## config.mk

```make
export PLATFORM = sky130hd
export DESIGN_NAME = uart_rx_link_ctrl
export DESIGN_NICKNAME = d
export VERILOG_FILES = /design/src/rtl/uart_rx_pkg.sv /design/src/rtl/uart_rx_idle_detect.sv /design/src/rtl/uart_rx_link_ctrl.sv
export SDC_FILE = /design/constraint.sdc
export NUM_CORES = 1
export LEC_CHECK = 0
export ABC_CLOCK_PERIOD_IN_PS = 2500
export CORE_ASPECT_RATIO = 1.25
export CORE_MARGIN = 3
export CORE_UTILIZATION = 50
export DETAILED_ROUTE_END_ITERATION = 10
export PLACE_DENSITY = 0.85
export SLEW_MARGIN = 20
export SYNTH_ARGS = -nofsm -noshare
export SYNTH_HDL_FRONTEND = slang
export SYNTH_HIERARCHICAL = 1
export SYNTH_SLANG_ARGS = --single-unit
export TNS_END_PERCENT = 20
```

## constraint.sdc

```tcl
create_clock -name CLK -period 2.5 [get_ports CLK]
set_input_delay 0.625 -clock CLK [delete_from_list [all_inputs] [get_ports CLK]]
set_output_delay 0.625 -clock CLK [all_outputs]
set_load 0.02 [all_outputs]
```

## src/rtl/uart_rx_pkg.sv

```systemverilog
// Shared definitions for the UART RX link controller and its idle detector.
//   link_state_t  : sequencer state (DISABLED, APPLY, WAIT_IDLE, ACTIVE)
//   APPLY_CYCLES  : number of cycles spent in APPLY
//   PRESCALE_W    : width of the prescale (oversample clocks per bit) field
//   DATA_W        : received byte width
package uart_rx_pkg;

   typedef enum logic [1:0] {
      DISABLED  = 2'd0,
      APPLY     = 2'd1,
      WAIT_IDLE = 2'd2,
      ACTIVE    = 2'd3
   } link_state_t;

   localparam int APPLY_CYCLES = 2;
   localparam int APPLY_CNT_W  = (APPLY_CYCLES > 1) ? $clog2(APPLY_CYCLES) : 1;
   localparam int PRESCALE_W   = 4;
   localparam int DATA_W       = 8;

endpackage

```

## src/rtl/uart_rx_idle_detect.sv

```systemverilog
// Line idle detector.
// Counts oversample clocks while the RX line is high; every prescale clocks is
// one high bit-time. After IDLE_BITS consecutive high bit-times the line is
// reported idle. Any low sample (start bit) restarts the qualification.
//   CLK, RST     : clock, synchronous active-high reset
//   clear        : restart qualification (used when a new config is applied)
//   Serial_Data  : raw RX line
//   prescale     : oversample clocks per bit currently applied
//   line_idle    : IDLE_BITS high bit-times seen since the last low/clear
module uart_rx_idle_detect
   import uart_rx_pkg::*;
#(
   parameter int IDLE_BITS = 11
)
(
   input  logic                  CLK,
   input  logic                  RST,
   input  logic                  clear,
   input  logic                  Serial_Data,
   input  logic [PRESCALE_W-1:0] prescale,
   output logic                  line_idle
);

   localparam logic [3:0] IDLE_MAX = 4'(IDLE_BITS);

   logic [PRESCALE_W-1:0] bit_cnt_reg, bit_cnt_next;
   logic [3:0]            idle_cnt_reg, idle_cnt_next;

   always_comb begin
      bit_cnt_next  = bit_cnt_reg;
      idle_cnt_next = idle_cnt_reg;
      if (clear || !Serial_Data) begin
         bit_cnt_next  = '0;
         idle_cnt_next = '0;
      end else if (bit_cnt_reg >= prescale - PRESCALE_W'(1)) begin
         // '>=' keeps the counter bounded if prescale ever shrinks mid-count
         bit_cnt_next = '0;
         if (idle_cnt_reg != IDLE_MAX) begin
            idle_cnt_next = idle_cnt_reg + 4'd1;
         end
      end else begin
         bit_cnt_next = bit_cnt_reg + PRESCALE_W'(1);
      end
   end

   always_ff @(posedge CLK) begin
      if (RST) begin
         bit_cnt_reg  <= '0;
         idle_cnt_reg <= '0;
      end else begin
         bit_cnt_reg  <= bit_cnt_next;
         idle_cnt_reg <= idle_cnt_next;
      end
   end

   assign line_idle = (idle_cnt_reg == IDLE_MAX);

endmodule

```

## src/rtl/uart_rx_link_ctrl.sv

```systemverilog
// UART RX link controller.
// Sits in front of the RX core: accepts runtime configuration over a
// valid/ready handshake and applies it only between frames (core held in
// reset, shadow registers loaded, line verified idle, core released). Received
// bytes go into a one-entry holding register for a valid/ready consumer, with
// sticky overrun flagging and saturating frame/drop counters.
//   Cfg_*                : config request/accept/reject
//   Serial_Data          : raw RX line (idle monitoring)
//   RX_Data_Valid/Data   : byte-done pulse and byte from the core
//   RX_Core_RST, RX_*    : reset and applied settings to the core
//   Out_*                : holding register towards the consumer
//   Overrun, Stat_Clr    : sticky drop flag and statistics clear
//   Frame_Count/Drop_Count : accepted / dropped bytes
module uart_rx_link_ctrl
   import uart_rx_pkg::*;
#(
   parameter int DEF_PRESCALE = 8,
   parameter int IDLE_BITS    = 11,
   parameter int CNT_W        = 16
)
(
   input  logic                  CLK,
   input  logic                  RST,
   input  logic                  Cfg_Valid,
   output logic                  Cfg_Ready,
   input  logic                  Cfg_Rx_Enable,
   input  logic [PRESCALE_W-1:0] Cfg_Prescale,
   input  logic                  Cfg_Parity_Enable,
   input  logic                  Cfg_Parity_Type,
   output logic                  Cfg_Error,
   input  logic                  Serial_Data,
   input  logic                  RX_Data_Valid,
   input  logic [DATA_W-1:0]     RX_Parallel_Data,
   output logic                  RX_Core_RST,
   output logic [PRESCALE_W-1:0] RX_Prescale,
   output logic                  RX_Parity_Enable,
   output logic                  RX_Parity_Type,
   output logic                  Out_Valid,
   input  logic                  Out_Ready,
   output logic [DATA_W-1:0]     Out_Data,
   output logic                  Overrun,
   input  logic                  Stat_Clr,
   output logic [CNT_W-1:0]      Frame_Count,
   output logic [CNT_W-1:0]      Drop_Count
);

   localparam logic [APPLY_CNT_W-1:0] APPLY_LAST = APPLY_CNT_W'(APPLY_CYCLES - 1);
   localparam logic [CNT_W-1:0]       CNT_MAX    = '1;

   link_state_t              state_reg, state_next;
   logic [APPLY_CNT_W-1:0]   apply_cnt_reg, apply_cnt_next;
   logic [PRESCALE_W-1:0]    prescale_reg;
   logic                     par_en_reg, par_type_reg, rx_en_reg;
   logic                     cfg_error_reg;
   logic                     out_valid_reg;
   logic [DATA_W-1:0]        out_data_reg;
   logic                     overrun_reg;
   logic [CNT_W-1:0]         frame_cnt_reg, drop_cnt_reg;

   logic cfg_ready, cfg_fire, cfg_ok, cfg_bad;
   logic line_idle;
   logic capture, load, drop;

   uart_rx_idle_detect #(.IDLE_BITS(IDLE_BITS)) u_idle (
      .CLK         (CLK),
      .RST         (RST),
      .clear       (cfg_ok),
      .Serial_Data (Serial_Data),
      .prescale    (prescale_reg),
      .line_idle   (line_idle)
   );

   // Sequencer: next state and config acceptance
   always_comb begin
      state_next     = state_reg;
      apply_cnt_next = apply_cnt_reg;
      cfg_ready      = 1'b0;
      case (state_reg)
         DISABLED:  cfg_ready = 1'b1;
         APPLY: begin
            if (apply_cnt_reg == APPLY_LAST) begin
               state_next = rx_en_reg ? WAIT_IDLE : DISABLED;
            end else begin
               apply_cnt_next = apply_cnt_reg + APPLY_CNT_W'(1);
            end
         end
         WAIT_IDLE: begin
            if (line_idle) state_next = ACTIVE;
         end
         // Ready only while the line is idle, so a frame in flight can never
         // be cut by a reconfiguration.
         ACTIVE:    cfg_ready = line_idle;
         default:   state_next = DISABLED;
      endcase
      cfg_fire = Cfg_Valid && cfg_ready;
      cfg_ok   = cfg_fire && (Cfg_Prescale != '0);
      cfg_bad  = cfg_fire && (Cfg_Prescale == '0);
      if (cfg_ok) begin
         state_next     = APPLY;
         apply_cnt_next = '0;
      end
   end

   // Holding register control
   always_comb begin
      capture = (state_reg == ACTIVE) && RX_Data_Valid;
      load    = capture && (!out_valid_reg || Out_Ready);
      drop    = capture && out_valid_reg && !Out_Ready;
   end

   always_ff @(posedge CLK) begin
      if (RST) begin
         state_reg     <= DISABLED;
         apply_cnt_reg <= '0;
         prescale_reg  <= PRESCALE_W'(DEF_PRESCALE);
         par_en_reg    <= 1'b0;
         par_type_reg  <= 1'b0;
         rx_en_reg     <= 1'b0;
         cfg_error_reg <= 1'b0;
         out_valid_reg <= 1'b0;
         out_data_reg  <= '0;
         overrun_reg   <= 1'b0;
         frame_cnt_reg <= '0;
         drop_cnt_reg  <= '0;
      end else begin
         state_reg     <= state_next;
         apply_cnt_reg <= apply_cnt_next;
         cfg_error_reg <= cfg_bad;

         if (cfg_ok) begin
            prescale_reg <= Cfg_Prescale;
            par_en_reg   <= Cfg_Parity_Enable;
            par_type_reg <= Cfg_Parity_Type;
            rx_en_reg    <= Cfg_Rx_Enable;
         end

         if (load) begin
            out_valid_reg <= 1'b1;
            out_data_reg  <= RX_Parallel_Data;
         end else if (out_valid_reg && Out_Ready) begin
            out_valid_reg <= 1'b0;
         end

         // A clear coinciding with a capture or drop wins outright
         if (Stat_Clr) begin
            overrun_reg   <= 1'b0;
            frame_cnt_reg <= '0;
            drop_cnt_reg  <= '0;
         end else begin
            if (drop) begin
               overrun_reg <= 1'b1;
               if (drop_cnt_reg != CNT_MAX) drop_cnt_reg <= drop_cnt_reg + CNT_W'(1);
            end
            if (load && (frame_cnt_reg != CNT_MAX)) begin
               frame_cnt_reg <= frame_cnt_reg + CNT_W'(1);
            end
         end
      end
   end

   assign Cfg_Ready        = cfg_ready;
   assign Cfg_Error        = cfg_error_reg;
   assign RX_Core_RST      = (state_reg != ACTIVE);
   assign RX_Prescale      = prescale_reg;
   assign RX_Parity_Enable = par_en_reg;
   assign RX_Parity_Type   = par_type_reg;
   assign Out_Valid        = out_valid_reg;
   assign Out_Data         = out_data_reg;
   assign Overrun          = overrun_reg;
   assign Frame_Count      = frame_cnt_reg;
   assign Drop_Count       = drop_cnt_reg;

endmodule
```

==> summary.txt <==
Finish
  • Layout cells sized above 1: between 9 and 10%
  • Area grow syn2layout: 35.1%
  • Inserted Diodes: 0
  • Area of the multi-input gates: 0.00173 mm²
  • Nets: 468
  • Non-filler instance count after layout: 520
  • Reg area: 0.00122 mm²
  • Fill cell count: 459
  • Fin area: around 0.0041 mm²

Logic synthesis
  • Syn. warnings: 6
  • Dominant cells by area after synthesis: dfxtp_1, ha_1, nand2_1
  • Syn Inst Count: 352
  • Ys flop type: dfxtp_1
  • Avg Cell Area, Syn: approximately 8.7 µm²
  • Mux share of post-synthesis cell area: roughly 5%
  • Synthesized flop and latch total: between 60 and 70
  • Sequential share of the synthesized area: 39.9%
  • EDFF count, synth: 0
  • Post-synthesis simple-gate area fraction: a little under 30%
  • Post-synthesis adder-cell area fraction: 5.32%
  • XOR/XNOR Fraction of Synth Area: 1.15%
  • Post-Syn Nets: 387
  • Yosys top cell area share: 39.9%
  • Share of synthesized registers carrying an async set or reset: 0%
  • Post-synthesis cell type count: 51
  • Biggest area consumer among synthesized cells: dfxtp_1
  • Synth Area in Compound Gates: 16.0%
  • Mapped Area: 0.00306 mm²
  • Largest family of logic cells by synthesized area: simple AND/OR/NAND/NOR gates

Detailed routing
  • WL/cell: 14.7 µm
  • Drt pass-1 iters: 4
  • Vias/cell: roughly 5.7
  • WL final: 7.66 mm
  • DR vias: between 2000 and 3000
  • Residual DRC count: 0
  • Antenna-violating nets left: 0
  • First-iteration detailed-routing DRC count: 126

STA
  • Min cycle time layout: 2290 ps
  • Worst-Margin Slew: 1060 ps
  • Final TNS setup: 0 ps
  • Highest clock rate: 436 MHz
  • Final hold vios: 0
  • RSZ-0062 raised after global routing: false
  • Layout Skew: 7.77 ps
  • Final Setup Violations: 0
  • Pins Over Slew Limit: 0
  • Fin crit share: 91.7%
  • Slew HR: 29.0%

Pwr
  • Pleak: 1.46 nW
  • Peak VDD IR: 463 µV
  • Proportion of power drawn by the clock network: 36.3%
  • Flop pwr share: 43.2%
  • Internal Power: 1.73 mW
  • Psw: between 0.6 and 0.7 mW
  • Gate power share: 20.5%
  • Sw Share: 28.6%
  • PwrDens: 588 mW/mm²

Flow run
  • Total of max-cap violations: 0

Clock tree
  • Num CTS Buffers: 9
  • Clock buffer depth: 2
  • Clock transition at path regs: 70 ps
  • Clk root buf: clkbuf_8
  • CTS Sinks: 61
  • Clock Latency Late Sink: ~340 ps
  • H-tree Lvls: 3
  • Hold Buf Count CTS: 0
  • CTS tree: done

Global route
  • Largest net degree at the start of global routing: 28
  • Grt total ovfl: 0
  • Vias in the first global route: 2927
  • All-Layer GR Usage: 22.3%
  • Initial antenna violation count: 0
  • First-pass GRT wire length: roughly 13 mm

Die
  • Starting density of the core: a little over half
  • Ports: 73
  • Row cnt: 31
  • Die Y-Extent: 93.5 µm
  • Total core area: 0.00586 mm²
  • Horiz. Die Dim: 76.0 µm
  • Die area: 0.00710 mm²

Status
  • Run status: complete, no violations

Setup path
  • Crit path launch type: register
  • Req. time, crit path: approximately 1900 ps
  • Critical Path Fanout Max: 5
  • Crit Path Class: reg2out
  • CP Data Arrival Time: 1670 ps
  • Element type at the critical path end: output pin

Placement
  • Placed standard-cell area: 0.00393 mm²
  • Placed Cells: 504
  • Placer Congestion: between 0.8 and 0.9
  • PortBufs: 72
  • DP Wirelength: 5.61 mm

Hold path
  • Hold Crit Class: reg2reg
-- cell families (layout without fill, tap and decap cells) --
logic type / after synthesis / in the layout
DFF: 61 / 61
buffers and inverters: 29 / 115
muxes: 15 / 15
adders and majority gates: 13 / 13
and+or+nand+nor: 158 / 158
xor gates and xnor gates: 4 / 4
AOI/OAI and AO/OA: 72 / 72
-- routing by layer --
metal,GRT usage (%),vias to the layer above,wire [µm]
met1,24.8,1404,3240
met5,0,-,0
met2,40.3,74,3960
met4,11.3,0,85
met3,4.82,9,383
li1,-,1472,-
-- power by group through the flow --
stage | combinational [mW] | sequential [mW] | clock (mW)
global route | 0.549 | 1.06 | 0.936
floorplan | 0.297 | 1.09 | 0
CTS | 0.504 | 1.05 | 0.898
global placement | 0.489 | 1.07 | 0
finish | 0.499 | 1.05 | 0.882
detailed placement | 0.506 | 1.07 | 0
-- cell usage after synthesis (all sizes together), types with 10 or more instances --
library cell,instances
nor2,27
mux2i,14
or4,17
dfxtp,61
o31ai,13
or3,10
ha,13
clkbuf,13
nand2,43
nand3,11
inv,12
a21oi,30
-- critical path, stage by stage, from the launching register on --
cell             delay [ps]
dfxtp_1                 340
ha_1                    280
inv_1                   100
clkdlybuf4s50_1         610
-- area by class of cell --
type	instances	area share, %
clock buffers	10	3.33
clock inverters	6	1.51
inverters	12	1.09
multi-input cells	262	41.9
flip-flops and latches	61	29.5
well taps	82	2.48
repair buffers	87	20.1
-- worst paths after layout --
path | start | endpoint | slack (ps) | cells after the start
setup / recovery | state_reg[0]$_SDFFE_PP0P_ | RX_Core_RST | 210 | 3
hold / removal | Out_Data[3]$_SDFFE_PP0P_ | Out_Data[3]$_SDFFE_PP0P_ | 460 | 2
setup reg to reg | Drop_Count[0]$_SDFFE_PP0P_ | Drop_Count[14]$_SDFFE_PP0P_ | 390 | 5
hold reg to reg | Out_Data[3]$_SDFFE_PP0P_ | Out_Data[3]$_SDFFE_PP0P_ | 460 | 2
-- stage by stage --
stage / util [%] / setup WS, ps / hold slack (ps) / power (mW)
final: 70.6 / 207 / 461 / 2.43
after global routing: 70.6 / 83.2 / 480 / 2.54
after CTS: 70.6 / 199 / 462 / 2.45
after detailed placement: 67.2 / 69.2 / 450 / 1.58
after global placement: 67.2 / 80.5 / 441 / 1.56
after floorplan: - / 176 / 430 / 1.39
-- timing repair --
action                                  4_1_cts  5_1_grt
resized for setup                             1        0
endpoints found under the setup margin        1        0
buffers inserted                              0        0
-- cell usage in the layout (no fill, tap or decap), types with 2 or more instances in the layout --
master	instances
inv_1	12
nor3_1	5
o21ai_0	6
mux2i_1	14
o31ai_1	13
nor4_1	8
dfxtp_1	61
or4_1	16
o21a_1	2
or3_1	10
a41o_1	5
a21boi_1	2
nor3b_1	4
and2_1	2
and3_1	4
a21oi_1	30
and4_1	6
nand4_1	8
clkinv_2	2
clkinvlp_4	3
nand3_1	11
nor2_1	26
xnor2_1	3
buf_4	15
clkbuf_8	10
nand2_1	43
ha_1	13
nand2b_1	3
clkdlybuf4s50_1	71
a31oi_1	4
or2_2	2
Note: power is estimated with default switching activity, not from simulation.
==> RTL edit: new RTL, config.mk and constraints unchanged <==
Set the package constant `PRESCALE_W` to 6 (it was 4).
--- a/src/rtl/uart_rx_pkg.sv
+++ b/src/rtl/uart_rx_pkg.sv
@@ -15,5 +15,5 @@
    localparam int APPLY_CYCLES = 2;
    localparam int APPLY_CNT_W  = (APPLY_CYCLES > 1) ? $clog2(APPLY_CYCLES) : 1;
-   localparam int PRESCALE_W   = 4;
+   localparam int PRESCALE_W   = 6;
    localparam int DATA_W       = 8;
 
Interface: changed (resized Cfg_Prescale and RX_Prescale); port bits go from 73 to 77. The function was not compared with the original's and may differ.
==> RTL edit against the unedited design <==
Core utilization is 0.63 points higher. Power is 8.9% higher. Cell area up 7.6%. Highest routed layer unchanged. Combinational power rose by 14%. Sequential power increased by 8%. Area after synthesis grew 6.3%. Clock power increased by 7.6%. Wire length increased by 8.9%. Worst hold slack worse by 0.0034 ns. Sequential cell count grew 4. Register-to-register slack lost 0.17 ns. Synthesized cell count rose by 12%. Count of clock-buffer cells in the layout is 2 higher. Setup slack got worse by 0.082 ns.
==> RTL edit: results (changes against the unedited design) <==
Power and ir drop
  – Maximum ir drop on the vdd rail: 0.000497 V (+7.3%)
  – Sw power: 757 uW (+8.7%)
  – Static Leak: 1.47 nW (+0.40%)

STA
  – Slew margin rel.: 0.453 (+0.163)
  – Hold Slack: 0.457 ns (-0.00340 ns)
  – Layout Skew: 0.00890 ns (+0.00113 ns)

Critical path
  – Slowest cell on the critical path: dfxtp_1
  – Crit path capture: Cfg_Ready
  – Worst r2r path cells: 10 (+5)
  – Crit path max fanout: 4 (-1)
  – R2r startpoint: RX_Prescale[0]$_SDFFE_PP0P_
  – Critical Path Source: u_idle/idle_cnt_reg[0]$_SDFFE_PP0P_
  – Reg-to-Reg End: u_idle/idle_cnt_reg[2]$_SDFFE_PP0P_
  – Crit path max-delay family: flip-flops

Synthesis
  – Compound-Gate Fraction of Synth Area: 0.194 (+0.0333)
  – Syn_nets: 432 (+12%)
  – Post-synth cell types: 44 (-14%)
  – Post-synthesis xor/xnor area fraction: 0.0216 (+0.0101)
  – Register area share after synthesis: 0.400 (+0.00113)
  – Synth Area in Adders: 0.0577 (+0.00457)
  – Post-synthesis mux area share: 0.0339 (-0.0156)
  – Synth top cells by count: 65 x dfxtp_1, 58 x nand2_1, 40 x a21oi_1

Routing
  – Vias: 3312 (+12%)
  – Met2 wire len: 4.37 mm (+11%)
  – Final wirelength: 8.34 mm (+8.9%)
  – Drt initial violations: 186 (+48%)
  – Metal-1 WL: 3.34 mm (+3.1%)

Global routing
  – Pin count of the biggest net entering global routing: 32 (+14%)
  – Gr usage total: 0.232 (+0.00843)
  – Grt met3 use: 0.0655 (+0.0174)
  – First-pass GRT wire length: 14.1 mm (+8.6%)
  – GR Layer Usage met2: 0.441 (+0.0376)

Min path
  – WHS Endpoint: Out_Data[6]$_SDFFE_PP0P_

Layout
  – Share of cells above drive strength 1: 0.0854 (-0.0128)

Placed design
  – Post-DP HPWL: 6.17 mm (+9.9%)
  – Port-buffer cells: 76 (+5.6%)

Outcome
  – Status: complete, no violations
## RTL edit: cell families after synthesis
family / Yosys count
xor gates and xnor gates: 8
muxes: 11
DFF: 65
adders and majority gates: 15
AOI/OAI and AO/OA: 100
and+or+nand+nor: 163
buffers and inverters: 31
## RTL edit: power by group through the flow
stage	combinational (mW)	clock [mW]	sequential (mW)
after floorplan	0.314	0	1.18
after global placement	0.549	0	1.15
after detailed placement	0.566	0	1.15
after CTS	0.566	0.961	1.13
after global routing	0.630	1.01	1.14
final	0.567	0.949	1.13
## RTL edit: stage by stage
step	setup WS, ns	std cells	instance area, um2
floorplan	0.269	393	3250
global placement	-0.0813	561	4230
detailed placement	-0.141	561	4230
CTS	0.0218	577	4440
global route	0.0147	577	4450
finish	0.125	577	4450
## RTL edit: layout make-up
cell class	instances	area (um2)
Clock buffer	12	165
Clock inverter	4	50.0
Fill cell	508	1800
Inverter	16	60.1
Multi-Input combinational cell	297	1840
Sequential cell	65	1300
Tap cell	85	106
Timing Repair Buffer	98	926
